$ cat config.mk
export PLATFORM = sky130hd
export DESIGN_NAME = pool2x2_flat
export DESIGN_NICKNAME = d
export VERILOG_FILES = /design/src/rtl/pool2x2_if.sv /design/src/rtl/pool2x2.sv /design/src/flat_wrapper.sv
export SDC_FILE = /design/constraint.sdc
export NUM_CORES = 1
export LEC_CHECK = 0
export CORE_ASPECT_RATIO = 0.5
export CORE_UTILIZATION = 50
export DETAILED_ROUTE_END_ITERATION = 6
export PLACE_DENSITY = 0.85
export SLEW_MARGIN = 10
export SYNTH_ARGS = -nofsm -noshare
export SYNTH_HDL_FRONTEND = slang
export SYNTH_SLANG_ARGS = --single-unit
$ cat constraint.sdc
create_clock -name clk -period 3.9 [get_ports clk]
set_input_delay 0.78 -clock clk [delete_from_list [all_inputs] [get_ports clk]]
set_output_delay 0.78 -clock clk [all_outputs]
set_load 0.02 [all_outputs]
$ cat src/rtl/pool2x2_if.sv
// Stream interface for the 2x2 pooling stage: conv result samples in, pooled samples out.
interface pool2x2_if;
  logic signed [15:0] in_data;
  logic               in_valid;
  logic signed [15:0] out_data;
  logic               out_valid;
  logic               frame_done;

  modport master (output in_data, in_valid, input out_data, out_valid, frame_done);
  modport slave  (input in_data, in_valid, output out_data, out_valid, frame_done);
endinterface

$ cat src/rtl/pool2x2.sv
// Streaming 2x2 stride-2 pooling over a row-major MAP x MAP map (MAP = SIZE-2), one line buffer.
// POOL_AVG_EN selects average pooling; default is signed max pooling.
module pool2x2 #(
  parameter int unsigned SIZE = 7,
  parameter int unsigned MAXW = 8
) (
  input logic       clk,
  input logic       rst_n,
  pool2x2_if.slave  bus
);

  localparam int unsigned MAP      = SIZE - 2;
  localparam int unsigned HALF     = MAP / 2;
  localparam int unsigned LB_DEPTH = (HALF > 0) ? HALF : 1;
  localparam int unsigned IDXW     = (LB_DEPTH > 1) ? $clog2(LB_DEPTH) : 1;
`ifdef POOL_AVG_EN
  localparam int unsigned PW       = 17;
`else
  localparam int unsigned PW       = 16;
`endif

  logic [MAXW-1:0]        row;
  logic [MAXW-1:0]        col;
  logic signed [15:0]     pair_reg;
  logic signed [PW-1:0]   line_buf [LB_DEPTH];

  logic [IDXW-1:0]        lb_idx_c;
  logic                   last_col_c;
  logic                   last_row_c;
  logic                   pool_row_c;
  logic signed [PW-1:0]   pair_c;
  logic signed [15:0]     window_c;
`ifdef POOL_AVG_EN
  logic signed [17:0]     window_sum_c;
`endif

  // Position decode and horizontal/vertical combine of the current window
  always_comb begin
    lb_idx_c   = IDXW'(col >> 1);
    last_col_c = (col == MAXW'(MAP - 1));
    last_row_c = (row == MAXW'(MAP - 1));
    pool_row_c = (row < MAXW'(2 * HALF));
`ifdef POOL_AVG_EN
    pair_c       = {pair_reg[15], pair_reg} + {bus.in_data[15], bus.in_data};
    window_sum_c = {line_buf[lb_idx_c][PW-1], line_buf[lb_idx_c]} + {pair_c[PW-1], pair_c};
    // Arithmetic shift by 2 floors toward -inf
    window_c     = window_sum_c[17:2];
`else
    pair_c   = (bus.in_data > pair_reg) ? bus.in_data : pair_reg;
    window_c = (line_buf[lb_idx_c] > pair_c) ? line_buf[lb_idx_c] : pair_c;
`endif
  end

  // Counters, pair register, line buffer and registered outputs
  always_ff @(posedge clk or negedge rst_n) begin
    if (!rst_n) begin
      row            <= '0;
      col            <= '0;
      pair_reg       <= '0;
      bus.out_data   <= '0;
      bus.out_valid  <= 1'b0;
      bus.frame_done <= 1'b0;
      for (int i = 0; i < int'(LB_DEPTH); i++) line_buf[i] <= '0;
    end else begin
      bus.out_valid  <= 1'b0;
      bus.frame_done <= 1'b0;
      if (bus.in_valid) begin
        if (last_col_c) begin
          col <= '0;
          row <= last_row_c ? '0 : row + MAXW'(1);
        end else begin
          col <= col + MAXW'(1);
        end
        bus.frame_done <= last_col_c && last_row_c;

        // Odd col always lies inside a window; trailing odd-MAP column lands here harmlessly
        if (!col[0]) begin
          pair_reg <= bus.in_data;
        end else if (pool_row_c) begin
          if (!row[0]) begin
            line_buf[lb_idx_c] <= pair_c;
          end else begin
            bus.out_data  <= window_c;
            bus.out_valid <= 1'b1;
          end
        end
      end
    end
  end

endmodule
$ cat src/flat_wrapper.sv
// flat-port wrapper written by rule: the top's interface ports become plain ports
module pool2x2_flat 
#(
  parameter int unsigned SIZE = 7,
  parameter int unsigned MAXW = 8
)
  (clk, rst_n, bus_in_data, bus_in_valid, bus_out_data, bus_out_valid, bus_frame_done);
  pool2x2_if bus_i ();
  input logic clk;
  input logic rst_n;
  input wire logic [$bits(bus_i.in_data)-1:0] bus_in_data;
  input wire logic [$bits(bus_i.in_valid)-1:0] bus_in_valid;
  output wire logic [$bits(bus_i.out_data)-1:0] bus_out_data;
  output wire logic [$bits(bus_i.out_valid)-1:0] bus_out_valid;
  output wire logic [$bits(bus_i.frame_done)-1:0] bus_frame_done;
  assign bus_i.in_data = bus_in_data;
  assign bus_i.in_valid = bus_in_valid;
  assign bus_out_data = bus_i.out_data;
  assign bus_out_valid = bus_i.out_valid;
  assign bus_frame_done = bus_i.frame_done;
  pool2x2 #(.SIZE(SIZE), .MAXW(MAXW)) u_core (.clk(clk), .rst_n(rst_n), .bus(bus_i));
endmodule
==> flow_summary_export.csv <==
group,metric,value,unit
logic_synthesis,synthesis.area_per_instance,9.771,µm²
finish,num_antenna_cells,0,
finish,final_util,74.67,%
sta,grt_setup_unrepaired,"true",
finish,final_nets,617,
sta,max_slew.worst_pin.slew,1.072,ns
clock_tree,cts_stage_hold_buffer_count,0,
routing,drt.antenna.violating_nets,0,
sta,skew,0.01243,ns
finish,largest_register_ffs,32,
placed_design,buffer_ports.inserted,36,
power_and_ir_drop,power_leakage,2.897,nW
worst_setup_path,worst_setup_path_startpoint,"bus_in_data[13]",
worst_setup_path,path_class,"in2reg",
logic_synthesis,synth_top_flop_cell,"sky130_fd_sc_hd__dfrtp_1",
logic_synthesis,ys_top_cells_by_count,"sky130_fd_sc_hd__dfrtp_1, sky130_fd_sc_hd__nand2_1, sky130_fd_sc_hd__inv_1, sky130_fd_sc_hd__ha_1, sky130_fd_sc_hd__o21ai_0",
finish,final_area,6210,µm²
worst_setup_path,startpoint_type,"input port",
global_routing,via_count_of_the_first_global_routing_pass,4275,
sta,layout_setup_ws,-0.7602,ns
logic_synthesis,yosysWarnings,0,
sta,maxSlewHeadroom,28.52,%
logic_synthesis,summed_instance_area_of_the_synthesized_netlist,4456,µm²
sta,timing.final.setup_violations,16,
clock_tree,numClockSinks,82,
logic_synthesis,async_flop_share,100.0,%
global_routing,grt_usage,32.65,%
die,rows,23,
logic_synthesis,synth_most_common_cell,"sky130_fd_sc_hd__dfrtp_1",
worst_setup_path,r2r-start,"u_core.pair_reg[1]",
hold_path,worst_hold_path_type,"reg2reg",
clock_tree,clock_tree_from_tritoncts,"yes",
sta,max_freq,214.6,MHz
die,ioPinCount,37,
global_routing,first_pass_grt_wire_length,22.24,mm
global_routing,globalRoute.totalOverflow,0,
logic_synthesis,synth-edff-count,0,
clock_tree,ctsLongestPathBuffers,2,
logic_synthesis,nets_in_the_synthesized_netlist,511,
placed_design,gpl.final_weighted_congestion,0.8348,
clock_tree,cts_inserted_buffers,9,
hold_path,worstHoldPathCells,1,
hold_path,holdCritStartpoint,"u_core.row[7]",
die,dieArea,9316,µm²
placed_design,dp_worst_setup_slack,-1.014,ns
logic_synthesis,syn-instance-count,456,
routing,drt_first_iter_violations,583,
placed_design,area_post_placement,5408,µm²
clock_tree,cts_root_buffer,"sky130_fd_sc_hd__clkbuf_16",
routing,detail_route.first_pass.iterations,5,
clock_tree,ctsHtreeMaxLevel,3,
status,failed_checks,"setup timing",
routing,route.detailed.drc,0,
logic_synthesis,synth.distinct_cells,39,
run,maxCapViolCount,0,
worst_setup_path,critPathRequiredTime,4.18,ns
routing,post_drt_via_cell_ratio,6.441,
finish,final_layout_size_suffix_gt1_share,29.86,%
logic_synthesis,ys_seq_area_share,46.05,%
sta,slew_violations,0,
die,initial_utilization,53.57,%
clock_tree,worst_setup_hold_path_clk_slew,0.07,ns
die,die_w,135.5,µm
sta,final_hold_slack,0.4861,ns
status,outcome,"finished, violations left",
die,design.core.area,8317,µm²
finish,layout_overhead_on_the_synthesized_area,39.37,%
sta,final-hold-violation-count,0,
routing,route.vias.total,4367,
sta,timing.final.crit_share,119.5,%
sta,period_minus_slack,4.660,ns
routing,wl_per_cell,23.11,µm
worst_setup_path,r2r.worst_path.cells,19,
power_and_ir_drop,vdd.ir_drop.worst,0.5600,mV
logic_synthesis,fraction_of_synthesized_cell_area_taken_by_the_top_area_cell_type,46.05,%
worst_setup_path,timing.critical_path.to_type,"flip-flop",
logic_synthesis,ys_seq_elements,82,
global_routing,largest_net_degree_at_the_start_of_global_routing,83,
logic_synthesis,synth_area_leader_cell,"sky130_fd_sc_hd__dfrtp_1",
worst_setup_path,cp_max_fo,8,
routing,postRouteWirelength,15.67,mm
global_routing,antenna_found_initial,0,
placed_design,detailedPlacementHpwl,7.481,mm
finish,layout_filler_cell_count,446,
logic_synthesis,ys_top_cells_by_area,"sky130_fd_sc_hd__dfrtp_1, sky130_fd_sc_hd__ha_1, sky130_fd_sc_hd__nand2_1",
worst_setup_path,worst_ep_arrival_time,4.94,ns
clock_tree,clkLatencyLatePin,0.36,ns
die,die_height,68.75,µm
power_and_ir_drop,power-per-cell-area,971.3,nW/µm²
path summary, 6_finish.rpt:
path                                           to  slack, ns
setup reg to reg           u_core.bus.out_data[5]      -0.67
min in group asynchronous      u_core.line_buf[4]       0.61
hold reg to reg                     u_core.row[7]       0.49
max in group asynchronous           u_core.row[6]       2.59
setup / recovery           u_core.bus.out_data[5]      -0.76
hold / removal                      u_core.row[7]       0.49
metrics by stage:
| stage | setup TNS, ns | total power, mW | std cells |
|---|---|---|---|
| 2_1_floorplan | -5.691 | 2.993 | 456 |
| 3_3_place_gp | -14.69 | 3.798 | 649 |
| 3_5_place_dp | -16.04 | 3.922 | 649 |
| 4_1_cts | -5.159 | 5.297 | 675 |
| 5_1_grt | -10.94 | 6.247 | 678 |
| 6_report | -10.67 | 6.032 | 678 |
per-layer routing:
metal / share of wire (%) / global-route usage (%)
met2: 44 / 52.95
met4: 5.8 / 17.42
met3: 11 / 10.82
met5: 0 / 0
met1: 38 / 39.60
worst max-delay path, stage by stage:
cell                              delay (ns)
sky130_fd_sc_hd__clkdlybuf4s15_1        0.24
sky130_fd_sc_hd__ha_4                   0.31
sky130_fd_sc_hd__nand4_1                0.14
sky130_fd_sc_hd__a2111o_1               0.33
sky130_fd_sc_hd__o211ai_1               0.12
sky130_fd_sc_hd__mux2_4                 0.39
sky130_fd_sc_hd__buf_12                 0.17
sky130_fd_sc_hd__buf_6                  0.12
sky130_fd_sc_hd__mux2i_4                0.20
sky130_fd_sc_hd__ha_4                   0.29
sky130_fd_sc_hd__nand4_1                0.16
sky130_fd_sc_hd__or3_4                  0.44
sky130_fd_sc_hd__a21oi_4                0.15
sky130_fd_sc_hd__a2111oi_4              0.06
sky130_fd_sc_hd__buf_4                  0.18
sky130_fd_sc_hd__mux2_4                 0.39
sky130_fd_sc_hd__o31ai_1                0.31
sky130_fd_sc_hd__o21bai_1               0.17
cells by family after synthesis:
group | Yosys count | share of synthesized area (%)
and+or+nand+nor | 125 | 12.50
AOI/OAI and AO/OA | 110 | 14.94
DFF | 82 | 46.05
buffers and inverters | 56 | 5.195
muxes | 36 | 9.042
adders and majority gates | 36 | 10.11
xor gates and xnor gates | 11 | 2.162
repair_timing:
action | 4_1_cts | 5_1_grt
setup endpoints to repair | 16 | 16
gates resized for setup | 98 | 31
pin swaps | 14 | 13
cloned | 3 | 0
hold endpoints to repair | 0 | 0
setup buffers | 8 | 3
cells in the final DEF (no fill, tap or decap), types with 3 or more instances in the layout:
cell,count
sky130_fd_sc_hd__clkbuf_16,9
sky130_fd_sc_hd__clkdlybuf4s50_1,19
sky130_fd_sc_hd__o21ai_1,21
sky130_fd_sc_hd__inv_1,36
sky130_fd_sc_hd__mux2i_1,17
sky130_fd_sc_hd__nor2_1,8
sky130_fd_sc_hd__nand4_1,11
sky130_fd_sc_hd__ha_4,16
sky130_fd_sc_hd__mux2_4,4
sky130_fd_sc_hd__a21oi_1,10
sky130_fd_sc_hd__a21oi_2,3
sky130_fd_sc_hd__o31ai_4,4
sky130_fd_sc_hd__o31ai_1,5
sky130_fd_sc_hd__dfrtp_1,82
sky130_fd_sc_hd__o21ai_0,32
sky130_fd_sc_hd__o211ai_1,3
sky130_fd_sc_hd__o31ai_2,8
sky130_fd_sc_hd__buf_6,7
sky130_fd_sc_hd__o21bai_1,16
sky130_fd_sc_hd__mux2i_4,6
sky130_fd_sc_hd__buf_4,71
sky130_fd_sc_hd__nand2_1,81
sky130_fd_sc_hd__nand3_1,8
sky130_fd_sc_hd__buf_2,10
sky130_fd_sc_hd__mux2i_2,9
sky130_fd_sc_hd__xor2_1,5
sky130_fd_sc_hd__xnor2_1,6
sky130_fd_sc_hd__ha_1,18
power by group:
part / switching, mW / internal (mW)
Sequential: 0.281 / 1.18
Combinational: 2.06 / 1.63
Clock: 0.369 / 0.513
Total: 2.71 / 3.32
layout make-up:
cell class | count | area [µm²] | area share [%]
Multi-Input combinational cell | 320 | 2655 | 42.76
Sequential cell | 82 | 2052 | 33.04
Timing Repair Buffer | 112 | 922.1 | 14.85
Clock buffer | 10 | 239.0 | 3.848
Tap cell | 112 | 140.1 | 2.257
Inverter | 37 | 138.9 | 2.237
Clock inverter | 5 | 62.56 | 1.007
Note: power is estimated with default switching activity, not from simulation.
